--- src/rtl/priv_trap_pkg.sv ---
// priv_trap_pkg: shared types and constants for the machine-mode trap sequencer.
package priv_trap_pkg;
  localparam int CAUSE_W = 32;
  localparam int CODE_W = 8;
  localparam int MSI = 3;
  localparam int MTI = 7;
  localparam int MEI = 11;
  localparam int BREAKPOINT = 3;
  typedef enum logic [2:0] {IDLE, TRAP_FLUSH, TRAP_COMMIT, RET_FLUSH, RET_COMMIT} trap_state_t;
  typedef enum logic [1:0] {DIRECT = 2'd0, VECTORED = 2'd1} mtvec_mode_t;
  typedef struct packed {
    logic intr;
    logic [CAUSE_W-2:0] code;
  } cause_t;
endpackage

--- src/rtl/priv_trap_prio_enc.sv ---
// priv_trap_prio_enc: fixed-priority resolution of exception and masked interrupt lines.
module priv_trap_prio_enc import priv_trap_pkg::*; #(
  parameter int NUM_EXC = 16,
  parameter int NUM_INTR = 16
) (
  input  logic [NUM_EXC-1:0]  exc_i,
  input  logic [NUM_INTR-1:0] intr_i,
  output logic                valid_o,
  output logic                is_intr_o,
  output logic [CODE_W-1:0]   code_o
);
  logic [CODE_W-1:0] exc_code, intr_code;
  // Later assignments win: descending scan leaves the lowest index, breakpoint overrides.
  always_comb begin
    exc_code = '0;
    for (int i = NUM_EXC - 1; i >= 0; i--) if (exc_i[i]) exc_code = CODE_W'(i);
    if (exc_i[BREAKPOINT]) exc_code = CODE_W'(BREAKPOINT);
  end
  // Ascending scan leaves the highest index; the named sources then override in rising priority.
  always_comb begin
    intr_code = '0;
    for (int i = 0; i < NUM_INTR; i++) if (intr_i[i]) intr_code = CODE_W'(i);
    if (intr_i[MTI]) intr_code = CODE_W'(MTI);
    if (intr_i[MSI]) intr_code = CODE_W'(MSI);
    if (intr_i[MEI]) intr_code = CODE_W'(MEI);
  end
  assign valid_o = |exc_i || |intr_i;
  assign is_intr_o = ~|exc_i;
  assign code_o = |exc_i ? exc_code : intr_code;
endmodule

--- src/rtl/priv_trap_sequencer.sv ---
// priv_trap_sequencer: trap/mret flush-commit sequencer with priority and vectored dispatch.
// Optional non-maskable interrupt input enabled by PRIV_NMI_EN.
module priv_trap_sequencer import priv_trap_pkg::*; #(
  parameter int XLEN = 32,
  parameter int NUM_EXC = 16,
  parameter int NUM_INTR = 16
`ifdef PRIV_NMI_EN
  , parameter logic [XLEN-1:0] NMI_VECTOR = 32'h0000_0100
  , parameter int NMI_CAUSE = 0
`endif
) (
  input  logic                CLK,
  input  logic                RST,
`ifdef PRIV_NMI_EN
  input  logic                nmi,
`endif
  input  logic [NUM_EXC-1:0]  exc_req,
  input  logic [XLEN-1:0]     exc_epc,
  input  logic [XLEN-1:0]     exc_tval,
  input  logic [NUM_INTR-1:0] intr_pending,
  input  logic [NUM_INTR-1:0] intr_enable,
  input  logic                mstatus_mie,
  input  logic [XLEN-1:0]     next_pc,
  input  logic                mret,
  input  logic                pipe_clear,
  input  logic [XLEN-1:0]     mtvec_base,
  input  logic [1:0]          mtvec_mode,
  input  logic [XLEN-1:0]     mepc_r,
  output logic                trap_req,
  output logic                insert_pc,
  output logic [XLEN-1:0]     priv_pc,
  output logic                cause_we,
  output logic [XLEN-1:0]     cause_next,
  output logic                epc_we,
  output logic [XLEN-1:0]     epc_next,
  output logic                tval_we,
  output logic [XLEN-1:0]     tval_next,
  output logic                mstatus_trap_we,
  output logic                mstatus_ret_we,
  output logic                busy
);
  trap_state_t state_q, state_d;
  cause_t cause_q;
  logic [XLEN-1:0] epc_q, tval_q, tgt_q;
  logic enc_valid, enc_intr, nmi_act, trap_v, ret_v, t_intr, live;
  logic [CODE_W-1:0] enc_code, nmi_code, t_code;
  logic [XLEN-1:0] nmi_vec, vec_pc, t_pc;
`ifdef PRIV_NMI_EN
  assign nmi_act = nmi;
  assign nmi_code = CODE_W'(NMI_CAUSE);
  assign nmi_vec = NMI_VECTOR;
`else
  assign nmi_act = 1'b0;
  assign nmi_code = '0;
  assign nmi_vec = '0;
`endif
  priv_trap_prio_enc #(.NUM_EXC(NUM_EXC), .NUM_INTR(NUM_INTR)) u_enc (
    .exc_i     (exc_req),
    .intr_i    (intr_pending & intr_enable & {NUM_INTR{mstatus_mie}}),
    .valid_o   (enc_valid),
    .is_intr_o (enc_intr),
    .code_o    (enc_code)
  );
  always_comb begin
    trap_v = nmi_act | enc_valid;
    ret_v = mret & ~trap_v;
    t_intr = nmi_act | enc_intr;
    t_code = nmi_act ? nmi_code : enc_code;
    vec_pc = mtvec_base + (XLEN'(enc_code) << 2);
    t_pc = nmi_act ? nmi_vec : (enc_intr && mtvec_mode_t'(mtvec_mode) == VECTORED) ? vec_pc : mtvec_base;
  end
  always_ff @(posedge CLK) begin
    if (RST) state_q <= IDLE;
    else state_q <= state_d;
  end
  always_ff @(posedge CLK) begin
    if (RST) begin
      cause_q <= '0;
      epc_q <= '0;
      tval_q <= '0;
      tgt_q <= '0;
    end else if (state_q == IDLE && trap_v) begin
      cause_q <= '{intr: t_intr, code: (CAUSE_W-1)'(t_code)};
      epc_q <= t_intr ? next_pc : exc_epc;
      tval_q <= t_intr ? '0 : exc_tval;
      tgt_q <= t_pc;
    end
  end
  always_comb begin
    state_d = state_q;
    case (state_q)
      IDLE:        state_d = trap_v ? TRAP_FLUSH : ret_v ? RET_FLUSH : IDLE;
      TRAP_FLUSH:  state_d = pipe_clear ? TRAP_COMMIT : TRAP_FLUSH;
      RET_FLUSH:   state_d = pipe_clear ? RET_COMMIT : RET_FLUSH;
      default:     state_d = IDLE;
    endcase
  end
  // Outputs are gated by RST directly so a reset mid-sequence kills strobes in the same cycle.
  always_comb begin
    live = ~RST;
    trap_req = live && (state_q == TRAP_FLUSH || state_q == RET_FLUSH);
    insert_pc = live && (state_q == TRAP_COMMIT || state_q == RET_COMMIT);
    cause_we = live && state_q == TRAP_COMMIT;
    epc_we = cause_we;
    tval_we = cause_we;
    mstatus_trap_we = cause_we;
    mstatus_ret_we = live && state_q == RET_COMMIT;
    busy = live && state_q != IDLE;
    priv_pc = cause_we ? tgt_q : mstatus_ret_we ? mepc_r : '0;
    cause_next = live ? {cause_q.intr, (XLEN-1)'(cause_q.code)} : '0;
    epc_next = live ? epc_q : '0;
    tval_next = live ? tval_q : '0;
  end
endmodule

--- config.mk ---
export PLATFORM = sky130hd
export DESIGN_NAME = priv_trap_sequencer
export DESIGN_NICKNAME = d
export VERILOG_FILES = /design/src/rtl/priv_trap_pkg.sv /design/src/rtl/priv_trap_prio_enc.sv /design/src/rtl/priv_trap_sequencer.sv
export SDC_FILE = /design/constraint.sdc
export NUM_CORES = 1
export LEC_CHECK = 0
export ABC_AREA = 1
export BUFFER_PORTS_ARGS = -buffer_cell sky130_fd_sc_hd__buf_2
export CAP_MARGIN = 30
export CORE_UTILIZATION = 30
export CTS_BUF_LIST = sky130_fd_sc_hd__clkbuf_4
export CTS_CLUSTER_SIZE = 20
export DETAILED_ROUTE_END_ITERATION = 12
export HOLD_SLACK_MARGIN = 0.06
export PLACE_DENSITY = 0.61
export SYNTH_ARGS = -nofsm -noshare
export SYNTH_HDL_FRONTEND = slang
export SYNTH_HIERARCHICAL = 1
export SYNTH_SLANG_ARGS = --single-unit
--- constraint.sdc ---
create_clock -name CLK -period 4.6 [get_ports CLK]
set_input_delay 1.15 -clock CLK [delete_from_list [all_inputs] [get_ports CLK]]
set_output_delay 1.15 -clock CLK [all_outputs]
set_load 0.005 [all_outputs]
# Word level (Yosys, flattened, before mapping)
# Index checks and enable logic that the tools add are counted.
word_totals:
  elab_cells: 77
  out_inout_bits: 136
  input_bits: 215
  reg_bits: 108
op_classes:
  n_eq_ne: 5
  n_reduce_logical: 15
  n_mux: 45
  n_bitwise: 5
  add_sub_neg: 1
ops:
  columns: ["op", "count"]
  rows:
  - ["2-to-1 mux 32 bit", 8]
  - ["2-to-1 mux 4 bit", 27]
  - ["adder 32 x 10 -> 32 bit", 1]
  - ["bitwise AND 16 bit", 2]
  - ["OR reduction 16 bit", 2]
  - ["2-to-1 mux 3 bit", 4]
  - ["one-hot mux 3 bit (3 select lines)", 1]
  - ["2-to-1 mux 2 bit", 4]
  - ["logical AND 1 bit", 7]
  - ["== test 3 x 2 -> 1 bit (second input constant)", 2]
  - ["== test 3 x 1 -> 1 bit (second input constant)", 1]
  - ["== test 3 bit (second input constant)", 1]
  - ["zero test 3 bit", 1]
  - ["logical OR 1 bit", 3]
  - ["nonzero test 3 bit", 1]
  - ["== test 2 x 1 -> 1 bit (second input constant)", 1]
  - ["inverter 1 bit", 2]
  - ["bitwise AND 1 bit", 1]
  - ["zero test 1 bit", 1]
  - ["2-to-1 mux 1 bit", 1]

# Logic depth before layout (Yosys ltp)
logic_depth:
  word_depth: 20
  depth_mapped: 28
  ltp_nobuf: 28

# Hierarchy
# Netlist, hierarchy kept.
by_module_without_submodules:
  columns: ["module", "n_inst", "area_each_um2", "cells_per_inst", "seq_area_each_um2"]
  rows:
  - ["priv_trap_sequencer", 1, 6603.8, 1048, 2162.1]
  - ["priv_trap_prio_enc", 1, 439.2, 93, 0.0]

# Worst setup path after synthesis
# Ideal clock, no wire load.
synth_path:
  kind: "input to register"
  from: "input port mstatus_mie"
  to: "register tgt_q[22]"
  t_required_ns: 4.491
  setup_time_ns: 0.109
  setup_slack_ns: 0.900
  arrival_time_ns: 3.591
  cell_stages: 23
  n_path_buf: 1
  path_cell_list: "inv_1 clkbuf_1 nor2_1 a21oi_1 nor2_1 o21ai_1 a21o_1 nand3_1 nand2_1 nand3_2 ha_1 fa_1 nand2_1 nand2_1 nand2_1 inv_1 nand2_1 nand2_1 nand2_1 xor2_1 nand2_1 nand2_1 inv_1"
synth_between:
  elab_chain_cells: 19
  elab_cells_between_ends: 22
  classes_between: "1 x add/sub; 17 x mux; 1 x bitwise; 3 x reduce/logical"
synth_rtl:
  columns: ["item", "line", "text"]
  rows:
  - ["start, declared", "priv_trap_sequencer.sv:22", "input logic mstatus_mie,"]
  - ["bitwise AND 16 bit *", "priv_trap_sequencer.sv:59", ".intr_i (intr_pending & intr_enable & {NUM_INTR{mstatus_mie}}),"]
  - ["2-to-1 mux 1 bit", "priv_trap_prio_enc.sv:22", "for (int i = 0; i < NUM_INTR; i++) if (intr_i[i]) intr_code = CODE_W'(i);"]
  - ["2-to-1 mux 2 bit", "priv_trap_prio_enc.sv:22", null]
  - ["2-to-1 mux 3 bit (3 in a row)", "priv_trap_prio_enc.sv:22", null]
  - ["2-to-1 mux 4 bit (7 in a row)", "priv_trap_prio_enc.sv:22", null]
  - ["2-to-1 mux 4 bit", "priv_trap_prio_enc.sv:23", "if (intr_i[MTI]) intr_code = CODE_W'(MTI);"]
  - ["2-to-1 mux 4 bit", "priv_trap_prio_enc.sv:24", "if (intr_i[MSI]) intr_code = CODE_W'(MSI);"]
  - ["2-to-1 mux 4 bit *", "priv_trap_prio_enc.sv:25", "if (intr_i[MEI]) intr_code = CODE_W'(MEI);"]
  - ["2-to-1 mux 4 bit *", "priv_trap_prio_enc.sv:29", "assign code_o = |exc_i ? exc_code : intr_code;"]
  - ["via enc_code[0]", "priv_trap_sequencer.sv:46", "logic [CODE_W-1:0] enc_code, nmi_code, t_code;"]
  - ["adder 32 x 10 -> 32 bit *", "priv_trap_sequencer.sv:69", "vec_pc = mtvec_base + (XLEN'(enc_code) << 2);"]
  - ["2-to-1 mux 32 bit *", "priv_trap_sequencer.sv:70", "t_pc = nmi_act ? nmi_vec : (enc_intr && mtvec_mode_t'(mtvec_mode) == VECTORED) ? vec_pc : mtvec_base;"]
  - ["end signal, assigned", "priv_trap_sequencer.sv:86", "tgt_q <= t_pc;"]
  - ["end, declared", "priv_trap_sequencer.sv:44", "logic [XLEN-1:0] epc_q, tval_q, tgt_q;"]
# Mark *: on every way through the listed nets, which the timed path passes. The rest lies on a longest branch.
# A chain may end at the register's enable or synchronous reset.

# Worst setup path after layout
layout_path:
  from: "input port RST"
  to: "output port priv_pc[24]"
layout_between:
  elab_chain_cells: 4
  elab_cells_between_ends: 5
  classes_between: "2 x mux; 1 x bitwise; 2 x reduce/logical"
layout_rtl:
  columns: ["item", "line", "text"]
  rows:
  - ["start, declared", "priv_trap_sequencer.sv:13", "input logic RST,"]
  - ["inverter 1 bit *", "priv_trap_sequencer.sv:100", "live = ~RST;"]
  - ["logical AND 1 bit", "priv_trap_sequencer.sv:107", "mstatus_ret_we = live && state_q == RET_COMMIT;"]
  - ["2-to-1 mux 32 bit", "priv_trap_sequencer.sv:109", "priv_pc = cause_we ? tgt_q : mstatus_ret_we ? mepc_r : '0;"]
  - ["2-to-1 mux 32 bit *", "priv_trap_sequencer.sv:109", null]
  - ["end, declared", "priv_trap_sequencer.sv:31", "output logic [XLEN-1:0] priv_pc,"]
# Mark *: on every way between the ends. The rest lies on a longest branch, timed or not.

==> results.cfg <==
[run_status]
outcome = finished, final reports clean

[timing]
setup_violations = 0
relSlewSlack_pct = 34.2
fmax_mhz = 265
worst_slew_pin_slew_ns = 0.987
finalHoldViolations = 0
fin_worst_skew_ns = 0.0163
finalMaxSlewViolations = 0
finalCriticalPeriod_ns = 3.77
rsz0062_at_grt = false
fin_setup_tns_ns = 0
period_share_pct = 81.9

[placement]
gp_congestion = 0.853
place_inst = 1727
dp_hpwl_um = 16900
port_buffers = 327

[yosys]
yosys_most_used_dff = dfxtp_1
syn_inst = 1141
synthesis.area_um2 = 7040
avgSynthCellArea_um2 = 6.17
async_reset_ff_share_pct = 0
synth_edf_count = 0
ys_seq_elements = 108
synth_seq_area_share_pct = 30.7
synthDistinctLibCells = 43
yosys_warnings = 6

[critical_path]
ff2ff_setup_slack_ns = 2.64
cp.required_ns = 3.45
cp_max_fo = 28
crit_type = input port to primary output
arrival_ns = 2.62
cp-start-kind = input port
critPathCaptureType = primary output

[global_routing]
grt_max_degree = 111
track_usage_pct = 18.3
antenna_found_initial = 2
gr-total-overflow = 0
grt_pass1_vias = 6982
grt_pass1_wl_um = 35000

[cts]
clk_pin_slew_worst_paths_ns = 0.18
ctsHoldBuffers = 0
cts_resized = 0
postCtsSetupBuffers = 0
cts_sinks = 108
cts_made_buffers = 9
cts_tree = built
clk_latency_ns = 0.49
htree_levels = 3
clockBufferDepth = 2
root_buffer = clkbuf_4

[drt]
dr.first_iter.drc_count = 537
vias = 7816
dr.pass1.iters = 5
drc = 0
routed_wl_um = 22400
ant_nets = 0
viasPerCell = 4.48
wire_per_inst_um = 12.8

[final_layout]
instances_no_fill = 1746
fill_cells = 2562
nets = 1649
synthToLayoutAreaGrowth_pct = 26.6
final_common_cell = buf_2
final_cell_mix = buf_2, inv_1, nand2_1, nor2_1, a21oi_1
drive_gt1_share_pct = 25.7

[floorplanning]
dieWidth_um = 155
die_h_um = 155
core-area_um2 = 22800
initial_core_util_pct = 30.8
dieArea_um2 = 24100
row_count = 55
ios = 351

[min_path]
min_path_type = register to register

[job]
maxCapViolCount = 0

[power_and_ir_drop]
p_leak_nw = 4.95
powerDensity_nw_per_um2 = 253
peakVddDrop_mv = 0.164
[power breakdown]
| group | switching [mW] | internal (mW) | total (mW) |
|---|---|---|---|
| Clock | 0.369 | 0.127 | 0.496 |
| Sequential | 0.0457 | 1.06 | 1.10 |
| Combinational | 0.400 | 0.257 | 0.657 |
| Total | 0.815 | 1.44 | 2.26 |
[cell usage after synthesis, types with 2 or more instances]
cell type    n  area (um^2)
nand3_1     62          310
o21ai_1      3         15.0
o21a_1       2         15.0
a22o_1      14          123
buf_4       33          248
inv_1      214          803
buf_2       21          105
nand2_1    201          754
ha_1         8          100
clkbuf_1    24         90.1
nand3_2      4         40.0
a21oi_1    110          551
o211ai_1     3         22.5
o21ai_0     71          355
xnor2_1      2         17.5
nand4_1     13         81.3
xor2_1       5         43.8
nor2_1     167          627
conb_1       2         7.51
clkbuf_2     4         20.0
dfxtp_1    108         2160
a32o_1      32          320
nor4_1       2         12.5
buf_1        7         26.3
nor3_1       8         40.0
nor2_2       4         25.0
[stage by stage]
stage	hold WS [ns]	util [%]	power (mW)	setup slack (ns)	instance area, um^2
2_1_floorplan	0.425	-	1.54	0.900	7140
3_3_place_gp	0.445	38.4	1.78	0.499	8770
3_5_place_dp	0.448	38.4	1.79	0.459	8770
4_1_cts	0.473	39.0	2.30	0.788	8910
5_1_grt	0.497	39.0	2.44	0.637	8910
6_report	0.468	39.0	2.26	0.830	8910
[path summary, 6_finish.rpt]
kind,startpoint,end,cells after the start
worst max-delay path,RST,priv_pc[24],7
worst min-delay path,cause_q[5],cause_q[5],2
worst max register to register,state_q[2],tgt_q[2],7
worst min register to register,cause_q[5],cause_q[5],2
[flip-flops by register name (all words and copies together), names as in the netlist]
register / cells
cause_q: 9
epc_q: 32
state_q: 3
tgt_q: 32
tval_q: 32
[worst max-delay path: stages]
cell     delay, ns
buf_4         0.30
nor2_1        0.09
nand2_1       0.38
inv_1         0.08
buf_4         0.24
a22o_1        0.24
buf_2         0.12
[cells by family after synthesis]
| group | synth area share (%) |
|---|---|
| and+or+nand+nor | 27.4 |
| buffers and inverters | 18.5 |
| AOI/OAI and AO/OA | 20.6 |
| DFF | 30.7 |
| adders and majority gates | 1.71 |
| xor gates and xnor gates | 0.871 |
| other | 0.107 |
[layer usage]
metal  track usage (%)  share of wire [%]  wire length [um]  up-vias
li1                  -                  -                 -     4144
met1              22.2                 44              9870     3414
met2              33.3                 50             11100      243
met3              3.59                5.6              1250       13
met4              3.55               0.73               163        2
met5                 0              0.058                13        -
[layout make-up]
class / instances / area (um^2) / area share [%]
Antenna cell: 3 / 7.51 / 0.0842
Clock buffer: 9 / 67.6 / 0.758
Clock inverter: 7 / 68.8 / 0.772
Inverter: 217 / 816 / 9.15
Multi-Input combinational cell: 752 / 3670 / 41.2
Sequential cell: 108 / 2160 / 24.3
Tap cell: 313 / 392 / 4.39
Timing Repair Buffer: 337 / 1730 / 19.4
Note: power is estimated with default switching activity, not from simulation.
